### config.mk
export PLATFORM = sky130hd
export DESIGN_NAME = micro_sequencer_flat
export DESIGN_NICKNAME = d
export VERILOG_FILES = /design/src/rtl/micro_sequencer_if.sv /design/src/rtl/micro_sequencer.sv /design/src/flat_wrapper.sv
export SDC_FILE = /design/constraint.sdc
export NUM_CORES = 1
export LEC_CHECK = 0
export ABC_AREA = 1
export CAP_MARGIN = 5
export CORE_ASPECT_RATIO = 0.9
export CORE_MARGIN = 2
export CORE_UTILIZATION = 28
export DETAILED_ROUTE_END_ITERATION = 7
export MAX_ROUTING_LAYER = met4
export PLACE_DENSITY = 0.56
export SLEW_MARGIN = 20
export SYNTH_ARGS = -nofsm -noshare
export SYNTH_HDL_FRONTEND = slang
export SYNTH_SLANG_ARGS = --single-unit
### constraint.sdc
create_clock -name clk -period 2.75 [get_ports clk]
set_clock_uncertainty 0.15 [all_clocks]
set_input_delay 0.4125 -clock clk [delete_from_list [all_inputs] [get_ports clk]]
set_output_delay 0.4125 -clock clk [all_outputs]
set_load 0.03 [all_outputs]
### src/rtl/micro_sequencer_if.sv
// Bus between the micro-sequencer, the control store and the datapath
// control bus. The sequencer drives the micro-address and control outputs;
// the control store and datapath drive the microword, opcode, flags and
// memory acknowledge.
interface micro_sequencer_if #(
  parameter int UA_W = 6
);
  logic [25:0]     uinstr;
  logic [3:0]      in_op;
  logic            SF;
  logic            ZF;
  logic            mem_ack;
  logic [UA_W-1:0] ua;
  logic [16:0]     ctrl;
  logic            mem_req;
  logic            halted;
  logic            err;
  logic            busy;

  modport master (
    input  uinstr, in_op, SF, ZF, mem_ack,
    output ua, ctrl, mem_req, halted, err, busy
  );

  modport slave (
    output uinstr, in_op, SF, ZF, mem_ack,
    input  ua, ctrl, mem_req, halted, err, busy
  );
endinterface

### src/rtl/micro_sequencer.sv
// Micro-program sequencer: owns the micro-PC, addresses the control store,
// latches the control field of each microword and stalls on memory
// micro-ops with a bounded wait.
// Optional feature: define MICRO_SEQUENCER_SSTEP_EN to add the sstep/step
// single-step ports; with it undefined RUN executes one microword per cycle.
module micro_sequencer #(
  parameter int              UA_W     = 6,
  parameter logic [UA_W-1:0] RESET_UA = 6'd1,
  parameter int              TO_CYC   = 255
) (
  input  logic clk,
  input  logic rst_n,
  input  logic run,
`ifdef MICRO_SEQUENCER_SSTEP_EN
  input  logic sstep,
  input  logic step,
`endif
  micro_sequencer_if.master bus
);

  localparam logic [1:0] S_IDLE = 2'd0;
  localparam logic [1:0] S_RUN  = 2'd1;
  localparam logic [1:0] S_WAIT = 2'd2;
  localparam logic [1:0] S_HALT = 2'd3;

  // Last wait-cycle count before the timeout fires.
  localparam logic [7:0] TO_LAST = 8'(TO_CYC - 1);

  logic [1:0]      state, state_n;
  logic [UA_W-1:0] ua_reg, ua_n;
  logic [16:0]     ctrl_reg, ctrl_n;
  logic            err_reg, err_n;
  logic [7:0]      cnt, cnt_n;
  logic            mem_req_reg, halted_reg, busy_reg;
  logic            exec;
  logic            mreq, halt;
  logic [UA_W-1:0] target;

  // Next micro-address from the test field, branch conditions and next field.
  function automatic logic [UA_W-1:0] next_addr(
    input logic [2:0] test,
    input logic [5:0] nxt,
    input logic [3:0] op,
    input logic       sf,
    input logic       zf
  );
    logic [UA_W-1:0] nf;
    nf = UA_W'(nxt);
    case (test)
      3'b100: begin
        case (op)
          4'b0010: next_addr = UA_W'(6'd3);
          4'b1011: next_addr = UA_W'(6'd4);
          4'b0101: next_addr = UA_W'(6'd8);
          4'b0100: next_addr = UA_W'(6'd9);
          4'b0111: next_addr = UA_W'(6'd10);
          4'b1000: next_addr = UA_W'(6'd12);
          4'b0110: next_addr = UA_W'(6'd14);
          4'b1110: next_addr = UA_W'(6'd15);
          4'b1111: next_addr = UA_W'(6'd16);
          4'b1001: next_addr = UA_W'(6'd18);
          default: next_addr = nf;
        endcase
      end
      3'b010:  next_addr = sf ? UA_W'(6'd11) : nf;
      3'b001:  next_addr = zf ? nf : UA_W'(6'd13);
      default: next_addr = nf;
    endcase
  endfunction

`ifdef MICRO_SEQUENCER_SSTEP_EN
  assign exec = !sstep || step;
`else
  assign exec = 1'b1;
`endif

  assign mreq   = bus.uinstr[25];
  assign halt   = bus.uinstr[24];
  assign target = next_addr(bus.uinstr[8:6], bus.uinstr[5:0], bus.in_op, bus.SF, bus.ZF);

  // Next-state, micro-address, control field, error flag and wait counter.
  always_comb begin
    state_n = state;
    ua_n    = ua_reg;
    ctrl_n  = ctrl_reg;
    err_n   = err_reg;
    cnt_n   = cnt;
    case (state)
      S_IDLE: begin
        ctrl_n = 17'd0;
        if (run) begin
          state_n = S_RUN;
        end else begin
          state_n = S_IDLE;
        end
      end
      S_RUN: begin
        if (!exec) begin
          state_n = S_RUN;
        end else if (mreq) begin
          state_n = S_WAIT;
          ctrl_n  = bus.uinstr[25:9];
          cnt_n   = 8'd0;
        end else if (halt) begin
          state_n = S_HALT;
          ctrl_n  = 17'd0;
        end else if (!run) begin
          // The current microword completes, then the sequencer parks.
          state_n = S_IDLE;
          ua_n    = target;
          ctrl_n  = 17'd0;
        end else begin
          ua_n   = target;
          ctrl_n = bus.uinstr[25:9];
        end
      end
      S_WAIT: begin
        if (bus.mem_ack) begin
          cnt_n = 8'd0;
          ua_n  = target;
          if (halt) begin
            state_n = S_HALT;
            ctrl_n  = 17'd0;
          end else begin
            state_n = S_RUN;
          end
        end else if (cnt == TO_LAST) begin
          cnt_n   = 8'd0;
          err_n   = 1'b1;
          state_n = S_HALT;
          ctrl_n  = 17'd0;
        end else begin
          cnt_n = cnt + 8'd1;
        end
      end
      S_HALT: begin
        ctrl_n = 17'd0;
        if (!run) begin
          state_n = S_IDLE;
          ua_n    = RESET_UA;
          err_n   = 1'b0;
        end else begin
          state_n = S_HALT;
        end
      end
      default: begin
        state_n = S_IDLE;
        ctrl_n  = 17'd0;
      end
    endcase
  end

  // State and registered outputs; status flags follow the next state.
  always_ff @(posedge clk) begin
    if (!rst_n) begin
      state       <= S_IDLE;
      ua_reg      <= RESET_UA;
      ctrl_reg    <= 17'd0;
      err_reg     <= 1'b0;
      cnt         <= 8'd0;
      mem_req_reg <= 1'b0;
      halted_reg  <= 1'b0;
      busy_reg    <= 1'b0;
    end else begin
      state       <= state_n;
      ua_reg      <= ua_n;
      ctrl_reg    <= ctrl_n;
      err_reg     <= err_n;
      cnt         <= cnt_n;
      mem_req_reg <= (state_n == S_WAIT);
      halted_reg  <= (state_n == S_HALT);
      busy_reg    <= (state_n == S_RUN) || (state_n == S_WAIT);
    end
  end

  assign bus.ua      = ua_reg;
  assign bus.ctrl    = ctrl_reg;
  assign bus.mem_req = mem_req_reg;
  assign bus.halted  = halted_reg;
  assign bus.err     = err_reg;
  assign bus.busy    = busy_reg;

endmodule

### src/flat_wrapper.sv
// flat-port wrapper written by rule: the top's interface ports become plain ports
module micro_sequencer_flat 
#(
  parameter int              UA_W     = 6,
  parameter logic [UA_W-1:0] RESET_UA = 6'd1,
  parameter int              TO_CYC   = 255
)
  (clk, rst_n, run, bus_uinstr, bus_in_op, bus_SF, bus_ZF, bus_mem_ack, bus_ua, bus_ctrl, bus_mem_req, bus_halted, bus_err, bus_busy);
  micro_sequencer_if #(.UA_W(UA_W)) bus_i ();
  input  logic clk;
  input  logic rst_n;
  input  logic run;
  input wire logic [$bits(bus_i.uinstr)-1:0] bus_uinstr;
  input wire logic [$bits(bus_i.in_op)-1:0] bus_in_op;
  input wire logic [$bits(bus_i.SF)-1:0] bus_SF;
  input wire logic [$bits(bus_i.ZF)-1:0] bus_ZF;
  input wire logic [$bits(bus_i.mem_ack)-1:0] bus_mem_ack;
  output wire logic [$bits(bus_i.ua)-1:0] bus_ua;
  output wire logic [$bits(bus_i.ctrl)-1:0] bus_ctrl;
  output wire logic [$bits(bus_i.mem_req)-1:0] bus_mem_req;
  output wire logic [$bits(bus_i.halted)-1:0] bus_halted;
  output wire logic [$bits(bus_i.err)-1:0] bus_err;
  output wire logic [$bits(bus_i.busy)-1:0] bus_busy;
  assign bus_i.uinstr = bus_uinstr;
  assign bus_i.in_op = bus_in_op;
  assign bus_i.SF = bus_SF;
  assign bus_i.ZF = bus_ZF;
  assign bus_i.mem_ack = bus_mem_ack;
  assign bus_ua = bus_i.ua;
  assign bus_ctrl = bus_i.ctrl;
  assign bus_mem_req = bus_i.mem_req;
  assign bus_halted = bus_i.halted;
  assign bus_err = bus_i.err;
  assign bus_busy = bus_i.busy;
  micro_sequencer #(.UA_W(UA_W), .RESET_UA(RESET_UA), .TO_CYC(TO_CYC)) u_core (.clk(clk), .rst_n(rst_n), .run(run), .bus(bus_i));
endmodule
# Word level (Yosys, flattened, before mapping)
# Cells that the tools add are included.
# op_classes
muxes,33
reduce_logical,10
n_eq_ne,29
n_addsub,1
# op_table
operator,n
two-way mux 17 bit,5
one-hot mux 6 bit (10 select lines),1
one-hot mux 17 bit (3 select lines),1
two-way mux 6 bit,6
one-hot mux 6 bit (3 select lines),2
two-way mux 8 bit,3
"equality test 4 bit, second input constant",5
"equality test 4 x 3 -> 1 bit, second input constant",4
one-hot mux 8 bit (2 select lines),1
two-way mux 15 bit,1
two-way mux 2 bit,7
"!= test 2 bit, second input constant",6
"adder 8 x 1 -> 8 bit, second input constant",1
"equality test 2 bit, second input constant",4
"equality test 8 bit, second input constant",1
one-hot mux 2 bit (4 select lines),1
AND reduction 5 bit,1
"equality test 2 x 1 -> 1 bit, second input constant",2
"equality test 4 x 2 -> 1 bit, second input constant",1
two-way mux 1 bit,4
AND reduction 2 bit,2
AND reduction 4 bit,1
nonzero test 2 bit,2
"equality test 3 x 1 -> 1 bit, second input constant",1
other kinds (10),10
# word_totals
regBits,37
output_inout_bits,27
elab_cells,81

# Longest topological paths before layout
# Gate-level depths: netlist of run 1.
# logic_depth
ltp_word,6
ltp_mapped,11
depth_no_buf,11

# Worst setup path after synthesis of run 1
# Ideal clock, no wire load.
# synth_timing
path_type,reg-to-reg
startpoint,reg u_core.cnt[0]
endpoint,reg u_core.halted_reg (netlist: u_core.bus.halted)
setup_time_ps,109
n_path_buf,0
t_arrival_ps,1328
period_less_slack_ps,1587
setup_slack_ps,1163
t_required_ps,2491
stages_incl_launch_ff,10
cell_sequence,dfxtp_1 > inv_1 > ha_1 > nand4_1 > nor2_1 > o22ai_1 > inv_1 > ha_1 > nand2_1 > inv_1
# synth_between
elab_chain_len,5
# synth_rtl
item,line,rtl
"start, declared",micro_sequencer.sv:33,"logic [7:0] cnt, cnt_n;"
"start signal, assigned",micro_sequencer.sv:169,cnt <= cnt_n;
equality test 8 bit,micro_sequencer.sv:127,end else if (cnt == TO_LAST) begin
two-way mux 2 bit,micro_sequencer.sv:127,
two-way mux 2 bit,micro_sequencer.sv:118,if (bus.mem_ack) begin
one-hot mux 2 bit (4 select lines),micro_sequencer.sv:88,case (state)
named net u_core.state_n[0],micro_sequencer.sv:29,"logic [1:0] state, state_n;"
equality test 2 bit,micro_sequencer.sv:171,halted_reg <= (state_n == S_HALT);
"end signal, assigned",micro_sequencer.sv:171,
"end, declared",micro_sequencer.sv:34,"logic mem_req_reg, halted_reg, busy_reg;"
# The timed path passes the listed nets, and every way through them passes these cells.
# A chain may end at the register's enable or synchronous reset.

# Worst setup path in the final report of run 1
# layout_timing
startpoint,in bus_uinstr[24]
endpoint,reg u_core.ctrl_reg[11] (netlist: u_core.bus.ctrl[11])
# layout_between
elab_chain_len,3
word_cells_on_any_way,5
# layout_rtl
item,line,rtl
"start, declared",flat_wrapper.sv:13,input wire logic [$bits(bus_i.uinstr)-1:0] bus_uinstr;
two-way mux 17 bit,micro_sequencer.sv:104,end else if (halt) begin
two-way mux 17 bit,micro_sequencer.sv:100,end else if (mreq) begin
one-hot mux 17 bit (3 select lines),micro_sequencer.sv:88,
"end signal, assigned",micro_sequencer.sv:167,ctrl_reg <= ctrl_n;
"end, declared",micro_sequencer.sv:31,"logic [16:0] ctrl_reg, ctrl_n;"
# Several ways; a longest one is shown, not always the timed one.

==> results of run 1 <==
routing by layer:
metal | global-route usage [%] | vias up | routed length (um)
met5 | - | - | 0
met4 | 3.256 | 0 | 26
met3 | 3.085 | 2 | 204
met2 | 20.45 | 31 | 2293
met1 | 17.75 | 874 | 2449
li1 | - | 1028 | -
worst max path at each step:
stage,to,cells after the start,slack [ps]
5_1_grt,u_core.bus.ctrl[7]$_SDFFE_PN0P_,6,650
6_report,u_core.bus.ctrl[11]$_SDFFE_PN0P_,6,810
2_1_floorplan,u_core.bus.halted$_SDFF_PN0_,9,1160
4_1_cts,u_core.bus.ctrl[11]$_SDFFE_PN0P_,6,810
3_3_place_gp,u_core.bus.halted$_SDFF_PN0_,10,570
3_5_place_dp,u_core.bus.ctrl[11]$_SDFFE_PN0P_,6,510
area by class of cell:
type / instances / area (um^2)
Tap cell: 90 / 112.6
Timing Repair Buffer: 63 / 628.1
Sequential cell: 37 / 740.7
Multi-Input combinational cell: 204 / 1039
Inverter: 36 / 135.1
Clock buffer: 7 / 86.33
Fill cell: 680 / 3880
cells in the mapped netlist:
master	n	area, um^2
nand4_4	1	21.27
nand2_4	2	22.52
o21bai_1	1	7.510
ha_1	4	50.05
xor2_1	2	17.52
nor3_2	2	20.02
o22ai_1	1	6.260
inv_2	3	11.26
nand2_1	87	326.6
nand3_1	15	75.07
clkinv_1	1	3.750
or2_2	1	6.260
nor4_1	1	6.260
a21oi_1	32	160.2
and3_1	1	6.260
nand3_2	3	30.03
nand4_1	4	25.02
nor3_1	2	10.01
nor2_2	2	12.51
inv_1	32	120.1
nor2_1	21	78.83
buf_2	1	5.000
nand2_2	4	25.02
buf_6	1	11.26
o21ai_1	4	20.02
nor3b_2	1	12.51
o21ai_0	5	25.02
clkbuf_1	2	7.510
nor2_4	4	45.04
o211ai_1	3	22.52
and2_0	1	6.260
dfxtp_1	37	740.7
cells in the final DEF, fill, tap and decap left out, drive strengths merged, types with 2 or more instances in the layout:
cell type,Yosys,layout
xor2,2,2
nand3,18,18
nor3,4,4
nor2,27,27
inv,35,35
clkbuf,2,7
nand2,93,93
nand4,5,5
o211ai,3,3
o21ai,9,9
dfxtp,37,37
a21oi,32,32
ha,4,4
clkdlybuf4s50,0,62
metrics by stage:
step | util (%) | std cells | instance area [um^2] | total power [W] | worst slack, ps
final | 41.40 | 437 | 2741 | 0.001371 | 806.6
after global routing | 41.40 | 437 | 2741 | 0.001460 | 651.9
after CTS | 41.40 | 437 | 2741 | 0.001392 | 811.6
after detailed placement | 40.10 | 430 | 2655 | 0.001010 | 512.4
after global placement | 40.10 | 430 | 2655 | 0.001007 | 568.3
after floorplan | - | 281 | 1938 | 0.0008467 | 1163
cell families after synthesis:
group	synth area share (%)
flops	38.22
simple gates	37.64
compound gates	12.46
fa+ha+maj	2.582
buf+inv	8.199
xor+xnor	0.9040
power groups by stage:
| stage | clock, W | combinational (W) | sequential (W) |
|---|---|---|---|
| final | 0.000374 | 0.000396 | 0.000601 |
| after global routing | 0.000419 | 0.000435 | 0.000605 |
| after CTS | 0.000392 | 0.000398 | 0.000601 |
| after detailed placement | 0 | 0.000396 | 0.000613 |
| after global placement | 0 | 0.000394 | 0.000613 |
| after floorplan | 0 | 0.000179 | 0.000667 |
worst max-delay path, stage by stage:
cell and delay (ps):
clkdlybuf4s50_1 490, inv_1 90, a21oi_1 90, nor3_2 610
nand2_1 120, a21oi_1 180
==> flow_summary.ini, run 1 <==
[setup_path]
r2r-end = u_core.bus.halted$_SDFF_PN0_
ff2ff_setup_slack_ps = 880
reg2regPathDepth = 11
r2r_start = u_core.state[1]$_SDFF_PN0_
startpoint = bus_uinstr[24]
worst-path-max-fanout = 13
crit_arrival_ps = 2000
cp_data_required_time_ps = 2810
start_kind = primary input
crit_path_end_kind = register
crit_type = in -> reg

[yosys]
ys_warn_count = 0
seq_area_frac_synth_pct = 38.22
ys_types = 32
postSynthCellCount = 281
syn_nets = 321
syn_avg_cell_area_um2 = 6.897
syn_area_um2 = 1938
synth_seq_cells = 37

[drt]
num_vias = 1935
dr.pass1.iters = 4
vias_per_cell = 4.428
drtIter0Drc = 72
routed_wl_um = 4973
wl_per_cell_um = 11.38
drc_errors = 0
ant_nets = 0

[pwr]
vdd_drop_max_uv = 265.7
leakagePower_nw = 1.135
combPwrFrac_pct = 28.8
power_switching_w = 0.0004368
p_int_w = 0.0009344
clockPowerShare_pct = 27.3
seqPwrFrac_pct = 43.9
p_per_area_nw_per_um2 = 500.2
netSwitchingFraction_pct = 31.85

[floorplan]
io_pins = 63
die-height_um = 82.93
die_w_um = 91.70
num_rows = 28
start_util_pct = 29.27
core_um2 = 6621
dieArea_um2 = 7604

[clocking]
cts.repair.resized = 0
clk_pin_slew_ps = 70
h-tree-depth = 2
worstSkewPairLatency_ps = 280
post_cts_buffers = 0
cts_made_buffers = 5
cts_tree = built
clockBufferDepth = 2
cts_sinks = 37
cts-root-buf = clkbuf_8
cts_hold_buf = 0

[cells_and_area]
largest_reg_flops = 17
nets = 387
final_layout_size_suffix_gt1_share_pct = 8.646
n_antenna_cell = 0
syn2layout_area_growth_pct = 41.45

[worst_hold_path]
holdCritPathClass = reg -> reg
hold_start = u_core.bus.ctrl[16]$_SDFFE_PN0P_
min_delay_worst_endpoint = u_core.bus.ctrl[16]$_SDFFE_PN0P_
hold_path_depth = 2

[timing]
max_freq_mhz = 514.6
tightest_slew_ps = 786.9
rsz0062_at_grt = false
setup_viol = 0
slew_headroom_pct = 47.26
hold_slack_ps = 312.8
slew_viol_final = 0
fin_crit_ps = 1943
setup_tns_ps = 0
fin_crit_sh_pct = 70.67
finalHoldViolCount = 0

[run]
drv_cap = 0

[placed_design]
place.gp.congestion = 0.8403
dp_hpwl_um = 3867
numPortBuffers = 62

[global_route]
antenna_found_initial = 0
grt_pass1_wl_um = 8038
grt_pass1_vias = 1707
grt_use_total_pct = 13.30
grt-ovfl-total = 0
grt_max_degree = 27

[outcome]
status = complete, no violations
(Power assumes the default switching activity.)
==> run 2, diff against run 1 <==
--- a/config.mk
+++ b/config.mk
@@ -12,7 +12,7 @@
 export CORE_UTILIZATION = 28
 export DETAILED_ROUTE_END_ITERATION = 7
 export MAX_ROUTING_LAYER = met4
-export PLACE_DENSITY = 0.56
+export PLACE_DENSITY = 0.58
 export SLEW_MARGIN = 20
 export SYNTH_ARGS = -nofsm -noshare
 export SYNTH_HDL_FRONTEND = slang
==> constraint.sdc (replaced) <==
create_clock -name clk -period 1.6 [get_ports clk]
set_clock_uncertainty 0.15 [all_clocks]
set_input_delay 0.24 -clock clk [delete_from_list [all_inputs] [get_ports clk]]
set_output_delay 0.24 -clock clk [all_outputs]
set_load 0.03 [all_outputs]
==> flow_summary.ini, run 2 (synthesized netlist as in run 1, its figures left out) <==
[setup_path]
crit_path_end_kind = register
crit_arrival_ps = 1640
slowest_stage = dfxtp_2
start_kind = register
worst-path-max-fanout = 7
ff2ff_setup_slack_ps = -10
crit_buf_inv = 2
r2r-end = u_core.cnt[4]$_SDFFE_PN0P_
r2r_start = u_core.cnt[4]$_SDFFE_PN0P_
cp_data_required_time_ps = 1620
reg2regPathDepth = 8
crit_chain = inv_2 > nor3_4 > nand4_1 > buf_4 > nand3_4 > nand2_4 > nand2_8 > nor3_2
crit_type = reg -> reg
max_stage_delay_ps = 340
crit_family = simple AND/OR/NAND/NOR gates

[cells_and_area]
nets = 433
mostFrequentLayoutCell = nand2_1
largest_reg_flops = 17
mostFrequentLayoutCells = 70 x nand2_1, 42 x buf_4, 31 x a21oi_1, 31 x clkdlybuf4s50_1
fin_area_um2 = 3296
fill_cells = 648
multiInputGateArea_um2 = 1230
regArea_um2 = 752.0
syn2layout_area_growth_pct = 70.05
n_antenna_cell = 0
final_layout_size_suffix_gt1_share_pct = 30.96

[clocking]
worstSkewPairLatency_ps = 290
h-tree-depth = 2
clk_pin_slew_ps = 80
clockBufferDepth = 2
cts_sinks = 37
cts_hold_buf = 0
cts_tree = built
cts-root-buf = clkbuf_8
cts_made_buffers = 5

[timing]
setup_viol = 8
hold_slack_ps = 302.8
fin_crit_sh_pct = 100.9
max_freq_mhz = 619.4
rsz0062_at_grt = true
finalHoldViolCount = 0
fin_crit_ps = 1614
slew_viol_final = 0
fin_ws_ps = -14.43
slew_headroom_pct = 76.31
tightest_slew_ps = 353.7

[placed_design]
place_ws_ps = -379.8
numPortBuffers = 62
dp_hpwl_um = 4103
place.gp.congestion = 0.8774
postPlaceCellArea_um2 = 2940

[floorplan]
dieArea_um2 = 7604
start_util_pct = 29.27
num_rows = 28
core_um2 = 6621
die_w_um = 91.70
die-height_um = 82.93
io_pins = 63

[drt]
ant_nets = 0
drc_errors = 0
num_vias = 2147
routed_wl_um = 5727
wl_per_cell_um = 11.83
vias_per_cell = 4.436
drtIter0Drc = 55
dr.pass1.iters = 4

[worst_hold_path]
hold_path_depth = 2
hold_start = u_core.bus.err$_SDFFE_PN0P_
holdCritPathClass = reg -> reg
min_delay_worst_endpoint = u_core.bus.err$_SDFFE_PN0P_

[pwr]
combPwrFrac_pct = 31.8
power.total_w = 0.002749
p_per_area_nw_per_um2 = 834.1
leakagePower_nw = 1.573
clockPowerShare_pct = 30.7
power_switching_w = 0.0008706
seqPwrFrac_pct = 37.5
netSwitchingFraction_pct = 31.67
p_int_w = 0.001878
vdd_drop_max_uv = 593.0

[global_route]
grt_use_total_pct = 14.03
grt-ovfl-total = 0
grt_pass1_vias = 1976
grt_max_degree = 23
grt_pass1_wl_um = 8631
antenna_found_initial = 0

[outcome]
status = complete, but fails checks
violations = setup timing

[run]
drv_cap = 0
## run 2: power by group through the flow
stage	clock [W]	sequential, W	combinational [W]
6_report	0.000844	0.00103	0.000874
5_1_grt	0.000913	0.00104	0.000949
4_1_cts	0.000873	0.00102	0.000767
3_5_place_dp	0	0.00104	0.000788
3_3_place_gp	0	0.00104	0.000784
2_1_floorplan	0	0.00115	0.000308
## run 2: worst register-to-register path: cells and delay by family, from the launching register on
family | cells | cell delay [ps]
buffers and inverters | 2 | 230
and+or+nand+nor | 6 | 780
DFF | 1 | 340
## run 2: metal layers
layer / up-vias / routed length (um) / share of wire [%] / global-route usage [%]
met5: - / 0 / 0 / -
met4: 0 / 42 / 0.73 / 2.849
met3: 5 / 212 / 3.7 / 3.358
met2: 37 / 2730 / 48 / 23.40
met1: 982 / 2742 / 48 / 17.37
li1: 1123 / - / - / -
## run 2: cell type report
| cell class | instances | area share [%] |
|---|---|---|
| inverter | 36 | 4.176 |
| multi-input combinational | 206 | 37.32 |
| clock buffer | 6 | 2.506 |
| clock inverter | 2 | 1.139 |
| sequential | 37 | 22.82 |
| tap | 90 | 3.417 |
| timing repair buffer | 107 | 28.63 |
## run 2: what timing repair did
| item | CTS | global route |
|---|---|---|
| gates resized for setup | 38 | 54 |
| setup buffers | 1 | 6 |
| endpoints found under the setup margin | 47 | 34 |
| hold endpoints to repair | 0 | 0 |
| gates cloned | 0 | 2 |
| pin swaps | 1 | 21 |
## run 2: worst max path at each step
stage                          startpoint  slack, ps                                to  cells past startpoint
5_1_grt        u_core.cnt[4]$_SDFFE_PN0P_       -110        u_core.bus.busy$_SDFF_PN0_                      7
3_3_place_gp                          run       -400      u_core.bus.halted$_SDFF_PN0_                     10
6_report       u_core.cnt[4]$_SDFFE_PN0P_        -10        u_core.cnt[4]$_SDFFE_PN0P_                      8
2_1_floorplan  u_core.cnt[0]$_SDFFE_PN0P_         10      u_core.bus.halted$_SDFF_PN0_                      9
3_5_place_dp                          run       -380  u_core.bus.ctrl[11]$_SDFFE_PN0P_                      5
4_1_cts        u_core.state[1]$_SDFF_PN0_        -40      u_core.bus.halted$_SDFF_PN0_                     11
## run 2: stage by stage
step / setup TNS, ps / utilization [%] / std cells
3_3_place_gp: -8730 / 44.41 / 468
5_1_grt: -2589 / 49.77 / 484
4_1_cts: -58.62 / 46.11 / 477
6_report: -71.05 / 49.77 / 484
2_1_floorplan: 0 / - / 281
3_5_place_dp: -8812 / 44.41 / 468
==> run 3, diff against run 2 <==
--- a/config.mk
+++ b/config.mk
@@ -13,7 +13,7 @@
 export DETAILED_ROUTE_END_ITERATION = 7
 export MAX_ROUTING_LAYER = met4
 export PLACE_DENSITY = 0.58
-export SLEW_MARGIN = 20
+export SLEW_MARGIN = 15
 export SYNTH_ARGS = -nofsm -noshare
 export SYNTH_HDL_FRONTEND = slang
 export SYNTH_SLANG_ARGS = --single-unit
==> results of run 3 <==
Final layout, timing and power as in run 2 (identical DEF).
